### src/rtl/sc1602_pkg.sv
`default_nettype none
// +----------------------------------------------------------------------+
// | sc1602_pkg : shared constants and FSM state type for the SC1602 frame |
// | scheduler.                                          Revision: 1.0     |
// +----------------------------------------------------------------------+
package sc1602_pkg;

  localparam logic [7:0] LCD_CMD_SET_DDRAM = 8'h80;
  localparam logic [7:0] LCD_CHAR_SPACE    = 8'h20;
  localparam int         LCD_COLS          = 16;
  localparam int         LCD_ROWS          = 2;

  typedef enum logic [2:0] {
    ST_IDLE      = 3'd0,
    ST_LOAD_ADDR = 3'd1,
    ST_SEND_ADDR = 3'd2,
    ST_LOAD_CHAR = 3'd3,
    ST_SEND_CHAR = 3'd4
  } sched_state_t;

endpackage
`default_nettype wire

### src/rtl/sc1602_frame_buffer.sv
`default_nettype none
// +----------------------------------------------------------------------+
// | sc1602_frame_buffer : 32x8 character store with per-cell dirty bits.  |
// |                                                     Revision: 1.0     |
// +----------------------------------------------------------------------+
module sc1602_frame_buffer
  import sc1602_pkg::*;
(
  input  logic       i_clk,
  input  logic       i_rst_n,
  input  logic       i_wr_en,
  input  logic [4:0] i_wr_addr,
  input  logic [7:0] i_wr_data,
  input  logic       i_clear,
  input  logic       i_set_all_dirty,
  input  logic       i_dirty_clr,
  input  logic [4:0] i_dirty_clr_idx,
  input  logic [4:0] i_rd_idx,
  output logic [7:0] o_rd_data,
  output logic       o_row0_dirty,
  output logic       o_row1_dirty
);

  localparam int c_CELLS = LCD_ROWS * LCD_COLS;

  logic [7:0]         r_mem [c_CELLS];
  logic [c_CELLS-1:0] r_dirty;

  // Set sources are ordered after the scheduler's clear so a write landing
  // on the cell being loaded keeps that cell dirty for the next pass.
  always_ff @(posedge i_clk or negedge i_rst_n) begin
    if (!i_rst_n) begin
      for (int i = 0; i < c_CELLS; i++) begin
        r_mem[i] <= LCD_CHAR_SPACE;
      end
      r_dirty <= '1;
    end else begin
      if (i_dirty_clr) begin
        r_dirty[i_dirty_clr_idx] <= 1'b0;
      end
      if (i_set_all_dirty) begin
        r_dirty <= '1;
      end
      if (i_clear) begin
        for (int i = 0; i < c_CELLS; i++) begin
          r_mem[i] <= LCD_CHAR_SPACE;
        end
        r_dirty <= '1;
      end else if (i_wr_en) begin
        r_mem[i_wr_addr]   <= i_wr_data;
        r_dirty[i_wr_addr] <= 1'b1;
      end
    end
  end

  assign o_rd_data    = r_mem[i_rd_idx];
  assign o_row0_dirty = |r_dirty[LCD_COLS-1:0];
  assign o_row1_dirty = |r_dirty[c_CELLS-1:LCD_COLS];

endmodule
`default_nettype wire

### src/rtl/sc1602_frame_scheduler.sv
`default_nettype none
// +----------------------------------------------------------------------+
// | sc1602_frame_scheduler : streams dirty rows of the 2x16 frame buffer  |
// | to the LCD driver as address + 16 character bytes. Revision: 1.0      |
// +----------------------------------------------------------------------+
module sc1602_frame_scheduler
  import sc1602_pkg::*;
#(
  parameter int unsigned REFRESH_CYCLES = 27_000_000,
  parameter logic [7:0]  ROW1_BASE      = 8'h40
) (
  input  logic       sys_clk,
  input  logic       sys_rst_n,
  input  logic       wr_en,
  input  logic [4:0] wr_addr,
  input  logic [7:0] wr_data,
  input  logic       clear,
  output logic       cmd_valid,
  output logic       cmd_rs,
  output logic [7:0] cmd_byte,
  input  logic       cmd_ready,
  output logic       busy,
  output logic       row_done
);

  sched_state_t r_state;
  logic         r_row;
  logic [3:0]   r_col;
  logic         r_cmd_valid;
  logic         r_cmd_rs;
  logic [7:0]   r_cmd_byte;
  logic         r_row_done;

  logic       w_refresh;
  logic       w_dirty_clr;
  logic [4:0] w_cell_idx;
  logic [7:0] w_rd_data;
  logic       w_row0_dirty;
  logic       w_row1_dirty;

  generate
    if (REFRESH_CYCLES > 0) begin : g_refresh
      localparam logic [31:0] c_REFRESH_LAST = 32'(REFRESH_CYCLES - 1);
      logic [31:0] r_refresh_cnt;

      always_ff @(posedge sys_clk or negedge sys_rst_n) begin
        if (!sys_rst_n) begin
          r_refresh_cnt <= '0;
        end else if (r_refresh_cnt == c_REFRESH_LAST) begin
          r_refresh_cnt <= '0;
        end else begin
          r_refresh_cnt <= r_refresh_cnt + 32'd1;
        end
      end

      assign w_refresh = (r_refresh_cnt == c_REFRESH_LAST);
    end else begin : g_no_refresh
      assign w_refresh = 1'b0;
    end
  endgenerate

  assign w_cell_idx  = {r_row, r_col};
  assign w_dirty_clr = (r_state == ST_LOAD_CHAR);

  sc1602_frame_buffer u_frame_buffer (
    .i_clk           (sys_clk),
    .i_rst_n         (sys_rst_n),
    .i_wr_en         (wr_en),
    .i_wr_addr       (wr_addr),
    .i_wr_data       (wr_data),
    .i_clear         (clear),
    .i_set_all_dirty (w_refresh),
    .i_dirty_clr     (w_dirty_clr),
    .i_dirty_clr_idx (w_cell_idx),
    .i_rd_idx        (w_cell_idx),
    .o_rd_data       (w_rd_data),
    .o_row0_dirty    (w_row0_dirty),
    .o_row1_dirty    (w_row1_dirty)
  );

  always_ff @(posedge sys_clk or negedge sys_rst_n) begin
    if (!sys_rst_n) begin
      r_state     <= ST_IDLE;
      r_row       <= 1'b0;
      r_col       <= 4'd0;
      r_cmd_valid <= 1'b0;
      r_cmd_rs    <= 1'b0;
      r_cmd_byte  <= 8'h00;
      r_row_done  <= 1'b0;
    end else begin
      r_row_done <= 1'b0;
      case (r_state)
        ST_IDLE: begin
          if (w_row0_dirty) begin
            r_row   <= 1'b0;
            r_col   <= 4'd0;
            r_state <= ST_LOAD_ADDR;
          end else if (w_row1_dirty) begin
            r_row   <= 1'b1;
            r_col   <= 4'd0;
            r_state <= ST_LOAD_ADDR;
          end
        end
        ST_LOAD_ADDR: begin
          r_cmd_rs    <= 1'b0;
          r_cmd_byte  <= LCD_CMD_SET_DDRAM | (r_row ? ROW1_BASE : 8'h00);
          r_cmd_valid <= 1'b1;
          r_state     <= ST_SEND_ADDR;
        end
        ST_SEND_ADDR: begin
          if (cmd_ready) begin
            r_cmd_valid <= 1'b0;
            r_state     <= ST_LOAD_CHAR;
          end
        end
        ST_LOAD_CHAR: begin
          r_cmd_rs    <= 1'b1;
          r_cmd_byte  <= w_rd_data;
          r_cmd_valid <= 1'b1;
          r_state     <= ST_SEND_CHAR;
        end
        ST_SEND_CHAR: begin
          if (cmd_ready) begin
            r_cmd_valid <= 1'b0;
            if (r_col == 4'(LCD_COLS - 1)) begin
              r_row_done <= 1'b1;
              r_state    <= ST_IDLE;
            end else begin
              r_col   <= r_col + 4'd1;
              r_state <= ST_LOAD_CHAR;
            end
          end
        end
        default: r_state <= ST_IDLE;
      endcase
    end
  end

  assign cmd_valid = r_cmd_valid;
  assign cmd_rs    = r_cmd_rs;
  assign cmd_byte  = r_cmd_byte;
  assign row_done  = r_row_done;
  assign busy      = (r_state != ST_IDLE);

endmodule
`default_nettype wire

### config.mk
export PLATFORM = sky130hd
export DESIGN_NAME = sc1602_frame_scheduler
export DESIGN_NICKNAME = d
export VERILOG_FILES = /design/src/rtl/sc1602_pkg.sv /design/src/rtl/sc1602_frame_buffer.sv /design/src/rtl/sc1602_frame_scheduler.sv
export SDC_FILE = /design/constraint.sdc
export NUM_CORES = 1
export LEC_CHECK = 0
export CAP_MARGIN = 20
export CORE_ASPECT_RATIO = 0.75
export CORE_UTILIZATION = 57
export CTS_CLUSTER_SIZE = 40
export DETAILED_ROUTE_END_ITERATION = 12
export PLACE_DENSITY_LB_ADDON = 0.1
export RECOVER_POWER = 100
export SKIP_LAST_GASP = 1
export SLEW_MARGIN = 20
export SYNTH_ARGS = -nofsm -noshare
export SYNTH_HDL_FRONTEND = slang
export SYNTH_SLANG_ARGS = --single-unit
### constraint.sdc
create_clock -name sys_clk -period 2 [get_ports sys_clk]
set_input_delay 0.3 -clock sys_clk [delete_from_list [all_inputs] [get_ports sys_clk]]
set_output_delay 0.3 -clock sys_clk [all_outputs]
set_load 0.005 [all_outputs]
==> flow_summary.yaml <==
placed_design:
  place.detailed.hpwl_mm: 30.7
  io_buffers: 29
  finalWeightedCongestion: 0.910
run:
  max-cap-violations: 0
timing:
  setup_viol_count_final: 9
  tightest_pin_transition_ns: 0.890
  worst_hold_slack_ns: 0.134
  timing.max_slew.rel_slack_pct: 40.7
  finalCritPeriodShare_pct: 105
  final_hold_violations: 0
  setup_total_neg_slack_ns: -0.562
  fin_skew_ns: 0.0244
  grt_setup_unrepaired: "true"
  maxClockFrequency_mhz: 477
  final-max-slew-violation-count: 0
  final.min_clock_period_ns: 2.10
  fin_ws_ns: -0.0954
clock_network:
  cts.reportedPaths.clkPinSlew_ns: 0.06
  clock_tree_from_tritoncts: "done"
  clock_insertion_delay_worst_skew_ns: 0.53
  cts_buffer_depth: 3
  cts_root_buf: "clkbuf_16"
  total_clock_buffers_created_by_cts: 35
  cts-htree-levels: 2
  total_clock_sinks: 339
global_route:
  gr-usage-all-layers_pct: 33.7
  first_pass_grt_wire_length_mm: 75.1
  grt_overflow_total: 0
  grt_max_degree: 102
  vias_in_the_first_global_route: 12900
  antenna_found_initial: 1
floorplan:
  core.rowCount: 53
  placeableCoreArea_mm2: 0.0282
  io_pins: 30
  area_of_the_die_mm2: 0.0296
  start_util_pct: 58.3
  die-height_um: 149
  die_w_um: 198
worst_setup_path:
  timing.reg2reg.setup_slack_ns: -0.1
  worst-setup-path-type: "reg -> reg"
  cp_data_required_time_ns: 2.38
  cp.arrival_ns: 2.47
  critical_path.startpoint_type: "register"
  timing.critical_path.fanout_max: 7
  r2r-start: "r_col[0]"
  crit-reg2reg-capture: "cmd_byte[0]"
  critical_path.endpoint_type: "register"
  timing.reg2reg.worst_path_depth: 5
yosys:
  post_synth_num_cell_types: 58
  syn-cell-area_mm2: 0.0165
  synth_warnings: 0
  ys_seq_area_share_pct: 52.0
  ys.flop_type: "dfrtp_1"
  synth_area_per_cell_um2: 10.6
  synth_nets: 1580
  netlist_instances: 1557
  postSynthRegisterBits: 339
  synth-edff-count: 0
  fraction_of_synthesis_flops_using_an_asynchronous_set_or_reset_pin_pct: 100
power_and_ir_drop:
  share_seq_of_total_power_pct: 41.3
  intPower_w: 0.0127
  power.switching_w: 0.00483
  clock_power_share_pct: 39.8
  p_comb_share_pct: 19.0
  cellPowerDensity_mw_per_mm2: 910
  power.leakage_nw: 7.74
  p_sw_share_pct: 27.5
  vdd_ir_drop_max_v: 0.000815
layout:
  diodes: 0
  post_route_cells_drive_above_1_share_pct: 20.3
  fillers: 2154
  syn2layout_area_growth_pct: 17.2
  nets: 1699
routing:
  antenna_left: 0
  via_per_instance_ratio: 6.16
  detailed_routing_iterations_pass_1: 5
  drt_drc_violations_left: 0
  post_drt_wl_per_cell_um: 22.7
  routed_wl_mm: 47.4
  drt-initial-drc-count: 1150
  route.vias.total: 12900
hold_path:
  timing.hold.worst.class: "in -> reg"
  whs_endpoint: "u_frame_buffer.r_mem[224]"
  worstHoldPathCells: 2
  worst_hold_startpoint: "clear"
outcome:
  failed_checks: "negative setup slack"
  outcome: "finished, violations left"
[power by group through the flow]
stage / Clock (W) / Combinational (W) / Sequential [W]
after floorplan: 0 / 0.00173 / 0.00722
after CTS: 0.00708 / 0.00332 / 0.00723
final: 0.00698 / 0.00333 / 0.00724
after detailed placement: 0 / 0.00309 / 0.00734
after global placement: 0 / 0.00304 / 0.00734
after global routing: 0.00735 / 0.00354 / 0.00726
[final cells by class]
class	instances	area, um^2	share of cell area, %
sequential	339	8570	44.4
multi-input combinational	1105	7410	38.4
timing repair buffer	187	1600	8.31
clock buffer	51	1030	5.33
tap	385	482	2.49
clock inverter	12	185	0.959
inverter	8	30.0	0.156
[registers in the layout, indices dropped and copies added, names as in the netlist]
register	count
cmd_byte	8
cmd_rs	1
cmd_valid	1
g_refresh.r_refresh_cnt	32
r_col	4
r_row	1
r_state	3
row_done	1
u_frame_buffer.r_dirty	32
u_frame_buffer.r_mem	256
[metal layers]
metal	up-vias	share of wire (%)	track usage [%]
met5	-	0.027	0
met4	2	1.9	8.26
met3	67	10	10.2
met2	599	44	49.1
met1	6533	44	49.4
li1	5655	-	-
[cell usage in the layout (no fill, tap or decap), types with 35 or more instances in the layout]
cell | synthesis | final
nand2_1 | 349 | 348
dfrtp_1 | 275 | 272
nor2_1 | 164 | 177
mux2i_1 | 121 | 120
a21oi_1 | 119 | 119
buf_4 | 2 | 74
mux4_2 | 64 | 64
dfstp_2 | 64 | 64
a211o_1 | 48 | 48
clkbuf_16 | 0 | 37
clkbuf_1 | 79 | 35
[what timing repair did]
item                                   CTS  global route
gates resized for setup                 15            11
setup buffers                            7             3
endpoints found under the hold margin   31             0
hold buffers                             1             0
setup endpoints to repair                8            15
gates cloned                             0             0
pin swaps                                9             4
[critical path, stage by stage (launching register included)]
cell and delay, ns:
dfrtp_4 0.49, buf_12 0.16, buf_8 0.12, mux4_2 0.52, a222oi_1 0.48, a32oi_1 0.17
[Yosys cell counts, types with 8 or more instances]
master    count  area share, %
nand2_1     349            7.9
dfrtp_1     275             42
nor2_1      164            3.7
mux2i_1     121            7.3
a21oi_1     119            3.6
clkbuf_1     79            1.8
dfstp_2      64             10
mux4_2       64            8.7
a211o_1      48            2.6
nand3_1      24           0.73
nand3b_1     21           0.96
nor2b_1      21           0.80
xnor2_1      17           0.90
buf_2        13           0.39
nor4_1       13           0.49
a32oi_1      12           0.64
xor2_1       11           0.58
and3_1        9           0.34
nand4_1       9           0.34
mux2_2        8           0.55
nor2_2        8           0.30
nor2_4        8           0.55
o21ai_0       8           0.24
[stage by stage]
stage / total power (W) / cells / util (%) / area [um^2] / setup slack, ns
3_3_place_gp: 0.0104 / 2013 / 65.4 / 18500 / -0.132
6_report: 0.0176 / 2087 / 68.3 / 19300 / -0.0954
5_1_grt: 0.0182 / 2087 / 68.3 / 19300 / -0.124
2_1_floorplan: 0.00894 / 1557 / - / 16500 / 0.0246
3_5_place_dp: 0.0104 / 2013 / 65.4 / 18500 / -0.140
4_1_cts: 0.0176 / 2084 / 70.2 / 19800 / -0.0641
[kinds of logic after synthesis]
| group | count (synthesis) | synth area share (%) |
|---|---|---|
| AND/OR/NAND/NOR | 663 | 18.1 |
| flip-flops | 339 | 52.0 |
| AO/OA/AOI/OAI | 216 | 8.43 |
| multiplexers | 193 | 16.6 |
| buffers and inverters | 113 | 2.99 |
| XOR/XNOR | 28 | 1.49 |
| adder cells (fa/ha/maj) | 5 | 0.380 |
[how the worst max path moves through the flow]
stage             start     endpoint  slack [ns]  cells after the start
2_1_floorplan  r_col[0]  cmd_byte[2]        0.02                      7
3_3_place_gp   r_col[0]  cmd_byte[5]       -0.13                      5
3_5_place_dp   r_col[0]  cmd_byte[5]       -0.14                      5
4_1_cts        r_col[0]  cmd_byte[1]       -0.06                      6
5_1_grt        r_col[0]  cmd_byte[0]       -0.12                      5
6_report       r_col[0]  cmd_byte[0]        -0.1                      5
No activity file was read; power rests on OpenSTA's default activity.
